`src/rtl/inst_encoder_loader_pkg.sv`:
```
// Shared definitions for the instruction encoder/loader: format codes,
// loader states and the RV32I opcodes the boot path emits.
package inst_encoder_loader_pkg;

    // Same encoding as the CPU extender's immSrc select.
    typedef enum logic [1:0] {
        FMT_I = 2'b00,
        FMT_R = 2'b01,
        FMT_S = 2'b10,
        FMT_B = 2'b11
    } fmt_e;

    typedef enum logic [1:0] {
        ST_IDLE  = 2'b00,
        ST_WRITE = 2'b01,
        ST_FULL  = 2'b10
    } state_e;

    localparam logic [6:0] OP_IMM    = 7'b0010011;
    localparam logic [6:0] OP_REG    = 7'b0110011;
    localparam logic [6:0] OP_STORE  = 7'b0100011;
    localparam logic [6:0] OP_BRANCH = 7'b1100011;

endpackage

```
`src/rtl/inst_encoder_loader_pack.sv`:
```
// Packs decoded instruction fields into an RV32I word and reports whether
// the immediate is representable in the selected format.
module inst_pack
    import inst_encoder_loader_pkg::*;
(
    input  logic [1:0]  fmt,
    input  logic [6:0]  opcode,
    input  logic [2:0]  funct3,
    input  logic [6:0]  funct7,
    input  logic [4:0]  rd,
    input  logic [4:0]  rs1,
    input  logic [4:0]  rs2,
    input  logic [31:0] imm,
    output logic [31:0] word,
    output logic        imm_ok
);

    // NOTE: both outputs get a default before the case so no path leaves them unassigned (no latch).
    always_comb begin
        word   = '0;
        imm_ok = 1'b1;
        unique case (fmt_e'(fmt))
            FMT_I: begin
                word   = {imm[11:0], rs1, funct3, rd, opcode};
                imm_ok = (&imm[31:11]) | ~(|imm[31:11]);
            end
            FMT_R: begin
                word   = {funct7, rs2, rs1, funct3, rd, opcode};
            end
            FMT_S: begin
                word   = {imm[11:5], rs2, rs1, funct3, imm[4:0], opcode};
                imm_ok = (&imm[31:11]) | ~(|imm[31:11]);
            end
            FMT_B: begin
                // Branch offsets are even; bit 0 has no slot in the word.
                word   = {imm[12], imm[10:5], rs2, rs1, funct3, imm[4:1], imm[11], opcode};
                imm_ok = ((&imm[31:12]) | ~(|imm[31:12])) & ~imm[0];
            end
            default: begin
                word   = '0;
                imm_ok = 1'b1;
            end
        endcase
    end

endmodule

```
`src/rtl/inst_encoder_loader.sv`:
```
// Boot-path loader: accepts field bundles, encodes them and writes the words
// sequentially into instruction memory with a write/ack handshake.
module inst_encoder_loader
    import inst_encoder_loader_pkg::*;
#(
    parameter int DEPTH  = 64,
    parameter int ADDR_W = 6,
    parameter int BASE   = 0
) (
    input  logic              clk,
    input  logic              rst_n,
    input  logic              clear,
    input  logic              in_valid,
    output logic              in_ready,
    input  logic [1:0]        fmt,
    input  logic [6:0]        opcode,
    input  logic [2:0]        funct3,
    input  logic [6:0]        funct7,
    input  logic [4:0]        rd,
    input  logic [4:0]        rs1,
    input  logic [4:0]        rs2,
    input  logic [31:0]       imm,
    output logic              mem_we,
    output logic [ADDR_W-1:0] mem_addr,
    output logic [31:0]       mem_wdata,
    input  logic              mem_ack,
    output logic              full,
    output logic              err,
    output logic [7:0]        err_count,
    output logic [ADDR_W:0]   word_count
);

    localparam logic [ADDR_W-1:0] BASE_ADDR  = ADDR_W'(BASE);
    localparam logic [ADDR_W:0]   LAST_COUNT = (ADDR_W + 1)'(DEPTH - 1);

    state_e      state_q, state_d;
    logic [31:0] packed_word;
    logic        imm_ok;
    logic        handshake;
    logic        write_done;

    inst_pack u_pack (
        .fmt    (fmt),
        .opcode (opcode),
        .funct3 (funct3),
        .funct7 (funct7),
        .rd     (rd),
        .rs1    (rs1),
        .rs2    (rs2),
        .imm    (imm),
        .word   (packed_word),
        .imm_ok (imm_ok)
    );

    // Held low while reset is asserted so nothing is offered before release.
    assign in_ready   = rst_n && (state_q == ST_IDLE);
    assign mem_we     = (state_q == ST_WRITE);
    assign full       = (state_q == ST_FULL);
    assign handshake  = in_valid && in_ready;
    assign write_done = (state_q == ST_WRITE) && mem_ack;

    always_ff @(posedge clk or negedge rst_n) begin
        if (!rst_n) begin
            state_q <= ST_IDLE;
        end else begin
            state_q <= state_d;
        end
    end

    always_comb begin
        state_d = state_q;
        if (clear) begin
            state_d = ST_IDLE;
        end else begin
            unique case (state_q)
                ST_IDLE:  if (handshake && imm_ok) state_d = ST_WRITE;
                ST_WRITE: if (mem_ack) state_d = (word_count == LAST_COUNT) ? ST_FULL : ST_IDLE;
                ST_FULL:  state_d = ST_FULL;
                default:  state_d = ST_IDLE;
            endcase
        end
    end

    // NOTE: sequential state uses non-blocking assignments so every register samples pre-edge values.
    always_ff @(posedge clk or negedge rst_n) begin
        if (!rst_n) begin
            mem_addr   <= BASE_ADDR;
            mem_wdata  <= '0;
            err        <= 1'b0;
            err_count  <= '0;
            word_count <= '0;
        end else if (clear) begin
            mem_addr   <= BASE_ADDR;
            err        <= 1'b0;
            err_count  <= '0;
            word_count <= '0;
        end else begin
            if (handshake) begin
                if (imm_ok) begin
                    mem_wdata <= packed_word;
                end else begin
                    // Rejected bundle is consumed; the counter saturates.
                    err <= 1'b1;
                    if (err_count != 8'hFF) err_count <= err_count + 8'd1;
                end
            end
            if (write_done) begin
                mem_addr   <= mem_addr + 1'b1;
                word_count <= word_count + 1'b1;
            end
        end
    end

endmodule

```
`config.mk`:
```
export PLATFORM = sky130hd
export DESIGN_NAME = inst_encoder_loader
export DESIGN_NICKNAME = d
export VERILOG_FILES = /design/src/rtl/inst_encoder_loader_pkg.sv /design/src/rtl/inst_encoder_loader_pack.sv /design/src/rtl/inst_encoder_loader.sv
export SDC_FILE = /design/constraint.sdc
export NUM_CORES = 1
export LEC_CHECK = 0
export BUFFER_PORTS_ARGS = -buffer_cell sky130_fd_sc_hd__buf_2
export CAP_MARGIN = 10
export CORE_UTILIZATION = 30
export CTS_BUF_LIST = sky130_fd_sc_hd__clkbuf_8
export CTS_CLUSTER_SIZE = 14
export DETAILED_ROUTE_END_ITERATION = 12
export RECOVER_POWER = 25
export SYNTH_ARGS = -nofsm -noshare
export SYNTH_HDL_FRONTEND = slang
export SYNTH_SLANG_ARGS = --single-unit
```
`constraint.sdc`:
```
create_clock -name clk -period 1.8 [get_ports clk]
set_input_delay 0.09 -clock clk [delete_from_list [all_inputs] [get_ports clk]]
set_output_delay 0.09 -clock clk [all_outputs]
set_load 0.01 [all_outputs]
```
==> summary.txt, run 1 <==
status: finished with violations
failing checks: setup timing
Worst path max stage delay: 0.50 ns
GPL Wtd Cong: 0.6967
layout cell share with drive strength beyond 1: 0.4700
Clk Latency, worst-skew pair: 0.30 ns
full die area: 9315 µm²
Static Leak: 1.944 nW
port bufs: 127
H-tree depth: 2
via count: 2491
total of fill cells in the finished design: 892
all-layer global routing usage: 0.1536
crit-path cells: ha_4 -> a41o_1 -> or2_0 -> o22a_2 -> or4_4 -> a21oi_2
count leader, synth: dfrtp_1
CTS root buf: clkbuf_8
final net count: 490
CP Max Fanout: 7
Site Rows: 34
hold_ws: 0.01064 ns
cts bufs inserted: 5
Synth Net Count: 329
setup TNS: -0.8127 ns
Synth cell types: 41
EDFF count, synth: 0
initial core utilization: 0.3088
ys async rst share: 1.000
Detailed Routing Iterations Pass 1: 4
initial antenna violation count: 0
# diodes: 0
DR WL/cell: 13.34 µm
Synth Instances: 255
placed insts: 503
post-DP HPWL: 5085 µm
GR Overflow Total: 0
commonest cells in the synthesized netlist: dfrtp_1, nand2_1, o21ai_0, mux2i_1, nor2_1
crit end category: flop
final setup margin: -0.1577 ns
PD cells: 747.0 nW/µm²
Final Instance Area: 3885 µm²
TritonCTS clock tree: done
residual DRC count: 0
vias per cell: 4.745
CP max stage cell: or4_4
fin crit share: 1.088
Bufs and invs on worst path: 0
post-route clock skew: 0.005937 ns
Layout Utilization: 0.4477
DIE WIDTH: 96.52 µm
maxcap violations: 0
DP Area: 3611 µm²
first-pass GRT wire length: 11090 µm
die span in y: 96.52 µm
register bit count reported by yosys: 56
YS warnings: 0
IO Pins: 128
vias in the first global route: 2504
synth top area cells: dfrtp_1, mux2i_1, mux2_2
CP required: 2.04 ns
VDD IR max: 389.8 µV
Reg clk slew, reported paths: 0.11 ns
Routed WL: 7006 µm
fin crit period: 1.958 ns
Hold Crit Class: primary input to asynchronous set/reset pin
Avg Inst Size Synth: 10.51 µm²
Iter 0 DRT Violations: 25
Crit path max-delay family: simple AND/OR/NAND/NOR gates
Worst Setup Path Type: flop to flop
final setup vio count: 8
RSZ-0062 raised after global routing: yes
Arrival @ worst endpoint: 2.20 ns
post-synthesis sequential area ratio: 0.5229
max frequency: 0.5108 GHz
Worst slew margin: 0.5131
core area: 8678 µm²
synthesized area: 2680 µm²
clk buf depth: 2
Setup crit start kind: flop
largest net degree at the start of global routing: 58
top-area cell type share of the netlist area: 0.5229
Layout area overhead: 44.96%
antenna-violating nets left: 0
non-filler cells, final: 525
Pins Over Slew Limit: 0
largest area contributor in the netlist: dfrtp_1
Final Hold Viols: 0
clock sinks: 56
Least-Margin Pin Slew: 0.7304 ns
Synth Flop Type: dfrtp_1
## path summary, 6_finish.rpt
check                                      to  slack, ns  depth (start not counted)     startpoint
worst max-delay path             err_count[7]      -0.16                          6   err_count[1]
worst min register to register  mem_wdata[30]       0.48                          2  mem_wdata[30]
worst min-delay path            mem_wdata[10]       0.01                          2          rst_n
min in group clk                mem_wdata[19]       0.01                          2         rs1[4]
max in group asynchronous        err_count[0]       1.28                          2          rst_n
worst max register to register   err_count[7]      -0.16                          6   err_count[1]
## through the flow
stage               power, mW  setup WS, ns
finish                  2.902       -0.1577
floorplan               1.819      -0.09383
global route            3.073       -0.2261
CTS                     2.946       -0.1647
detailed placement      2.168       -0.1709
global placement        2.150       -0.1146
## worst register-to-register path, stage by stage (launching register included)
cell and delay (ns):
dfrtp_2 0.44, ha_4 0.16, a41o_1 0.24, or2_0 0.19, o22a_2 0.24, or4_4 0.50
a21oi_2 0.13
## placed cells by master (no fill, tap or decap), types with 5 or more instances in the layout
master	Yosys	layout
nand2_1	31	31
mux2_2	15	15
buf_2	6	126
o21ai_0	25	22
nand4_1	6	6
nor2_1	16	16
xor2_1	8	7
nand3_1	10	10
mux2i_1	18	18
dfrtp_1	56	53
nor4_1	5	5
dlygate4sd3_1	0	11
buf_4	0	28
clkbuf_8	0	6
a21oi_1	11	7
## layer usage
metal	track usage	up-vias	part of all wire
met2	0.2658	88	0.47
met3	0.05712	7	0.087
met4	0.04534	0	0.011
li1	-	1228	-
met1	0.1760	1168	0.43
met5	0	-	0
## power breakdown
part / switching (mW) / internal, mW
combinational: 0.329 / 0.332
clock: 0.422 / 0.313
sequential: 0.0845 / 1.42
total: 0.835 / 2.07
## state kept, by name (all words and copies together) (netlist names)
name / cells
mem_wdata: 32
mem_addr: 6
word_count: 7
err: 1
err_count: 8
state_q: 2
## kinds of logic (layout without fill, tap and decap cells)
| kind of cell | after synthesis | after routing | synth area share |
|---|---|---|---|
| simple gates | 92 | 92 | 0.1751 |
| xor+xnor | 11 | 11 | 0.03595 |
| mux | 33 | 33 | 0.1303 |
| flops | 56 | 56 | 0.5229 |
| buf+inv | 14 | 176 | 0.02521 |
| fa+ha+maj | 3 | 3 | 0.01401 |
| compound gates | 46 | 46 | 0.09664 |
## timing repair
| action | 4_1_cts | 5_1_grt |
|---|---|---|
| buffers inserted | 3 | 0 |
| hold endpoints to repair | 67 | 0 |
| pin swaps | 2 | 2 |
| setup endpoints to repair | 6 | 8 |
| gates resized for setup | 2 | 11 |
| hold buffers | 11 | 0 |
## final cells by class
type                       count  area, µm²  share of cell area
inverter                       1      3.754           0.0009662
tap                          108      135.1             0.03478
multi-input combinational    185       1269              0.3266
timing repair buffer         167      974.7              0.2509
clock inverter                 2      15.01            0.003865
clock buffer                   6      82.58             0.02126
sequential                    56       1405              0.3617
No activity file was read; power rests on OpenSTA's default activity.
==> inputs of run 2 (changes only) <==
Settings changed: BUFFER_PORTS_ARGS -buffer_cell sky130_fd_sc_hd__buf_2 to -buffer_cell sky130_fd_sc_hd__buf_4.
==> run 2 against run 1 <==
Effect of this change:
- the run ends with DRC, hold timing, setup timing left
- clock power fell by 3.0%
- via count rose by 1.4%
- worst setup slack got worse by 0.023 ns
- clock-buffer cell count fell by 1
- die area did not move
- non-clock buffer count rose by 5
- sequential power barely moved
- clock skew fell by 0.0012 ns
- global-route usage rose by 0.60 points
- power rose by 4.7%
- utilization rose by 4.8 points
- highest routed layer unchanged
==> summary.txt, run 2 (same netlist as run 1, synthesis figures left out) <==
H-tree depth: 2 (unchanged)
post-DP HPWL: 5190 µm (was 5085 µm)
vias in the first global route: 2615 (was 2504)
Reg with most FFs: mem_wdata (unchanged)
first-pass GRT wire length: 11500 µm (was 11090 µm)
crit end category: flop (unchanged)
die span in y: 96.52 µm (unchanged)
port bufs: 127 (unchanged)
hold_ws: -0.06320 ns (was 0.01064 ns)
cts bufs inserted: 5 (unchanged)
largest net degree at the start of global routing: 58 (unchanged)
Hold Crit Class: primary input to asynchronous set/reset pin (unchanged)
status: finished with violations (unchanged)
all-layer global routing usage: 0.1595 (was 0.1536)
crit-path cells: nand4bb_4 -> a41o_1 -> or2_0 -> o22a_2 -> or4_4 -> a21oi_2 (was ha_4 -> a41o_1 -> or2_0 -> o22a_2 -> or4_4 -> a21oi_2)
final setup margin: -0.1808 ns (was -0.1577 ns)
Worst path max stage delay: 0.50 ns (about the same)
max frequency: 0.5049 GHz (was 0.5108 GHz)
max reg flops: 32 (unchanged)
Site Rows: 34 (unchanged)
via count: 2527 (was 2491)
GR Overflow Total: 0 (unchanged)
Setup crit start kind: flop (unchanged)
total of fill cells in the finished design: 831 (was 892)
Layout area overhead: 60.64% (was 44.96%)
Worst path depth: 6 (unchanged)
residual DRC count: 1 (was 0)
Pins Over Slew Limit: 0 (unchanged)
final setup vio count: 8 (unchanged)
Iter 0 DRT Violations: 38 (was 25)
PD cells: 705.8 nW/µm² (was 747.0 nW/µm²)
Crit path max-delay family: simple AND/OR/NAND/NOR gates (unchanged)
most frequent cells in the layout: buf_4, dfrtp_1, nand2_1 (was buf_2, dfrtp_1, nand2_1)
full die area: 9315 µm² (unchanged)
placed insts: 499 (was 503)
vias per cell: 4.768 (was 4.745)
IO Pins: 128 (unchanged)
CP required: 2.05 ns (was 2.04 ns)
biggest regs: mem_wdata (32), err_count (8), word_count (7) (unchanged)
Bufs and invs on worst path: 0 (unchanged)
clk buf depth: 2 (unchanged)
worst r2r path cells: 6 (unchanged)
clock sinks: 56 (unchanged)
CP max stage cell: or4_4 (unchanged)
Routed WL: 7435 µm (was 7006 µm)
DR WL/cell: 14.03 µm (was 13.34 µm)
fin crit period: 1.981 ns (was 1.958 ns)
Clk Latency, worst-skew pair: 0.31 ns (was 0.30 ns)
TritonCTS clock tree: done (unchanged)
RSZ-0062 raised after global routing: yes (unchanged)
commonest non-fill, non-tap cell in the layout: buf_4 (was buf_2)
Least-Margin Pin Slew: 0.7437 ns (was 0.7304 ns)
Reg clk slew, reported paths: 0.11 ns (about the same)
core area: 8678 µm² (unchanged)
Arrival @ worst endpoint: 2.23 ns (was 2.20 ns)
Worst slew margin: 0.5042 (was 0.5131)
GPL Wtd Cong: 0.7206 (was 0.6967)
maxcap violations: 0 (unchanged)
VDD IR max: 390.2 µV (was 389.8 µV)
# diodes: 0 (unchanged)
layout cell share with drive strength beyond 1: 0.4739 (was 0.4700)
Worst Setup Path Type: flop to flop (unchanged)
Detailed Routing Iterations Pass 1: 8 (was 4)
initial core utilization: 0.3088 (unchanged)
Final Hold Viols: 56 (was 0)
failing checks: DRC, hold timing, setup timing (was setup timing)
final net count: 495 (was 490)
antenna-violating nets left: 0 (unchanged)
Static Leak: 2.069 nW (was 1.944 nW)
DIE WIDTH: 96.52 µm (unchanged)
non-filler cells, final: 530 (was 525)
fin crit share: 1.100 (was 1.088)
initial antenna violation count: 0 (unchanged)
post-route clock skew: 0.004719 ns (was 0.005937 ns)
CTS root buf: clkbuf_8 (unchanged)
CP Max Fanout: 7 (unchanged)
==> run 2: cell count changes in the layout (fill, tap and decap cells not counted), sizes merged <==
cell,change
buf,+2
clkinv,+1
dlygate4sd3,+2
==> run 2: worst paths after layout <==
path	from	end	slack, ns
setup reg to reg	state_q[0]	err_count[7]	-0.18
min in group clk	opcode[1]	mem_wdata[1]	0.02
setup / recovery	state_q[0]	err_count[7]	-0.18
hold reg to reg	mem_wdata[7]	mem_wdata[7]	0.49
hold / removal	rst_n	mem_wdata[31]	-0.06
max in group asynchronous	rst_n	err_count[0]	1.33
==> run 2: cell type report <==
cell class              count  area, µm²  share of cell area
clock buffers               5      68.82             0.01598
clock inverters             3      23.77            0.005522
inverters                   1      3.754           0.0008718
multi-input cells         185       1274              0.2958
flip-flops and latches     56       1405              0.3264
well taps                 108      135.1             0.03139
repair buffers            172       1395              0.3240
==> run 2: per-stage QoR <==
step | setup TNS, ns | cell area [µm²] | power [mW] | setup slack [ns] | utilization
after global routing | -2.414 | 4305 | 3.217 | -0.2581 | 0.4961
after detailed placement | -1.342 | 3899 | 2.310 | -0.1790 | 0.4493
final | -0.8724 | 4305 | 3.039 | -0.1808 | 0.4961
after global placement | -1.633 | 3899 | 2.289 | -0.1250 | 0.4493
after CTS | -0.7506 | 4138 | 3.073 | -0.1746 | 0.4768
after floorplan | -0.3404 | 2696 | 1.819 | -0.09383 | -
==> run 2: repair_timing <==
action	4_1_cts	5_1_grt
endpoints found under the setup margin	6	23
endpoints found under the hold margin	66	3
resized for setup	1	15
hold buffers	10	3
pin swaps	6	1
gates cloned	0	4
buffers inserted	4	2
==> run 2: per-layer routing <==
layer | GRT usage | up-vias | part of all wire
met3 | 0.06729 | 5 | 0.088
li1 | - | 1242 | -
met2 | 0.2811 | 84 | 0.48
met1 | 0.1785 | 1196 | 0.42
met4 | 0.03554 | 0 | 0.0078
met5 | 0 | - | 0
==> run 2: where the power goes <==
group	internal (mW)	total (mW)	switching [mW]
Combinational	0.472	0.811	0.339
Clock	0.277	0.712	0.435
Sequential	1.42	1.52	0.0927
Total	2.17	3.04	0.867
==> inputs of run 3 (changes only) <==
Settings changed: CORE_MARGIN set to 1.5.
==> run 3 against run 2 <==
Effect of this change:
- the flow finishes with violations (hold timing, setup timing)
- routed wire length decreased by 3.4%
- clock skew increased by 0.0033 ns
- via count down 1.3%
- clock-buffer cell count stayed put
- cell area is 2.6% lower
- register-to-register slack barely moved
- sequential power hardly changed
- die area is 2.1% higher
- combinational power down 2%
- non-clock buffer count decreased by 7
- power decreased by 0.76%
- critical path type unchanged
- largest power group unchanged
==> summary.txt, run 3 (same netlist as run 1, synthesis figures left out) <==
status: finished with violations (unchanged)
failing checks: hold timing, setup timing (was DRC, hold timing, setup timing)
maxcap violations: 0 (unchanged)
met3 usage in global routing: 0.05827 (was 0.06729)
DIE WIDTH: 97.52 µm (was 96.52 µm)
commonest non-fill, non-tap cell in the layout: buf_4 (unchanged)
gr busiest metal: met2 (unchanged)
Worst Setup Path Type: flop to flop (unchanged)
worst slack, placed: -0.1702 ns (was -0.1790 ns)
residual DRC count: 0 (was 1)
flip-flop and latch area: 1405 µm² (unchanged)
Arrival @ worst endpoint: 2.22 ns (was 2.23 ns)
max frequency: 0.5078 GHz (was 0.5049 GHz)
Iter 0 DRT Violations: 57 (was 38)
total of fill cells in the finished design: 821 (was 831)
Routed WL: 7184 µm (was 7435 µm)
CP max stage cell: or4_1 (was or4_4)
TritonCTS clock tree: done (unchanged)
Clk Latency, worst-skew pair: 0.31 ns (about the same)
crit-path cells: ha_4 -> a41o_1 -> or2_1 -> o22a_2 -> or4_1 -> a21oi_2 (was nand4bb_4 -> a41o_1 -> or2_0 -> o22a_2 -> or4_4 -> a21oi_2)
vias in the first global route: 2691 (was 2615)
Reg with most FFs: mem_wdata (unchanged)
final net count: 489 (was 495)
core area: 8678 µm² (unchanged)
IO Pins: 128 (unchanged)
area of the multi-input gates: 1264 µm² (was 1274 µm²)
final setup vio count: 7 (was 8)
Least-Margin Pin Slew: 0.7281 ns (was 0.7437 ns)
Hold Crit Class: primary input to asynchronous set/reset pin (unchanged)
met2 usage: 0.2692 (was 0.2811)
antenna-violating nets left: 0 (unchanged)
H-tree depth: 2 (unchanged)
placed insts: 500 (was 499)
largest net degree at the start of global routing: 58 (unchanged)
CP required: 2.05 ns (about the same)
post-DP HPWL: 5249 µm (was 5190 µm)
Worst slew margin: 0.5146 (was 0.5042)
RSZ-0062 raised after global routing: yes (unchanged)
Worst path max stage delay: 0.49 ns (was 0.50 ns)
CTS root buf: clkbuf_8 (unchanged)
vias per cell: 4.760 (was 4.768)
Final Hold Viols: 50 (was 56)
max reg flops: 32 (unchanged)
Setup crit start kind: flop (unchanged)
first-pass GRT wire length: 12430 µm (was 11500 µm)
full die area: 9509 µm² (was 9315 µm²)
Layout Utilization: 0.4834 (was 0.4961)
Site Rows: 34 (unchanged)
die span in y: 97.52 µm (was 96.52 µm)
CP Max Fanout: 5 (was 7)
PD cells: 718.9 nW/µm² (was 705.8 nW/µm²)
met1 usage in global routing: 0.1921 (was 0.1785)
Static Leak: 2.015 nW (was 2.069 nW)
hold buffer count at cts: 11 (was 10)
layout cell share with drive strength beyond 1: 0.4543 (was 0.4739)
hold_ws: -0.02033 ns (was -0.06320 ns)
post-route clock skew: 0.008063 ns (was 0.004719 ns)
Layout area overhead: 56.54% (was 60.64%)
fin crit period: 1.969 ns (was 1.981 ns)
r2r setup slk: -0.17 ns (was -0.18 ns)
Detailed Routing Iterations Pass 1: 4 (was 8)
most frequent cells in the layout: buf_4, dfrtp_1, nand2_1 (unchanged)
port bufs: 127 (unchanged)
clk buf depth: 2 (unchanged)
initial core utilization: 0.3088 (unchanged)
Pins Over Slew Limit: 0 (unchanged)
Reg clk slew, reported paths: 0.11 ns (about the same)
biggest regs: mem_wdata (32), err_count (8), word_count (7) (unchanged)
non-filler cells, final: 524 (was 530)
GPL Wtd Cong: 0.7219 (was 0.7206)
GR Overflow Total: 0 (unchanged)
fin crit share: 1.094 (was 1.100)
DR WL/cell: 13.71 µm (was 14.03 µm)
via count: 2494 (was 2527)
VDD IR max: 425.3 µV (was 390.2 µV)
all-layer global routing usage: 0.1590 (was 0.1595)
final setup margin: -0.1693 ns (was -0.1808 ns)
# diodes: 0 (unchanged)
initial antenna violation count: 0 (unchanged)
crit end category: flop (unchanged)
clock sinks: 56 (unchanged)
cts bufs inserted: 5 (unchanged)
-- run 3: worst max-delay path: cells and delay by family (launching register included) --
kind	cells	cell delay, ns
simple gates	2	0.71
flops	1	0.44
fa+ha+maj	1	0.16
compound gates	3	0.59
-- run 3: report_power, final --
group	internal [mW]	leakage, nW	total (mW)	switching (mW)
clock	0.277	0.0404	0.711	0.434
combinational	0.461	1.25	0.791	0.330
sequential	1.42	0.729	1.51	0.0907
total	2.16	2.02	3.02	0.854
-- run 3: metal layers --
metal | wire, µm | vias to the layer above | share of wire
met5 | 0 | - | 0
met3 | 595 | 4 | 0.083
li1 | - | 1226 | -
met1 | 3119 | 1176 | 0.43
met2 | 3418 | 88 | 0.48
met4 | 50 | 0 | 0.0070
-- run 3: repair_timing --
item	in CTS	in global routing
endpoints found under the hold margin	67	33
gates resized for setup	8	3
gates cloned	1	0
endpoints found under the setup margin	6	10
buffers inserted	4	0
pin swaps	7	1
-- run 3: through the flow --
step / setup TNS (ns) / hold slack, ns / instance area [µm²] / total power, mW
after global placement: -1.734 / 0.3090 / 3919 / 2.291
after CTS: -0.6734 / -0.04442 / 4184 / 3.074
after floorplan: -0.3404 / -0.2056 / 2696 / 1.819
final: -0.6695 / -0.02033 / 4195 / 3.016
after global routing: -1.636 / 0.0002248 / 4195 / 3.204
after detailed placement: -1.195 / 0.3093 / 3919 / 2.306
-- run 3: path summary, 6_finish.rpt --
check | startpoint | endpoint | cells after the start
worst max register to register | err_count[1] | err_count[5] | 6
worst max-delay path | err_count[1] | err_count[5] | 6
worst min-delay path | rst_n | mem_wdata[8] | 2
min in group clk | rs1[4] | mem_wdata[19] | 2
worst min register to register | mem_wdata[11] | mem_wdata[11] | 2
max in group asynchronous | rst_n | err_count[2] | 2
-- run 3: layout make-up --
class / instances / share of cell area
multi-input cells: 186 / 0.3012
inverters: 1 / 0.0008947
flip-flops and latches: 56 / 0.3349
clock inverters: 3 / 0.005667
clock buffers: 5 / 0.01640
repair buffers: 165 / 0.3087
well taps: 108 / 0.03221
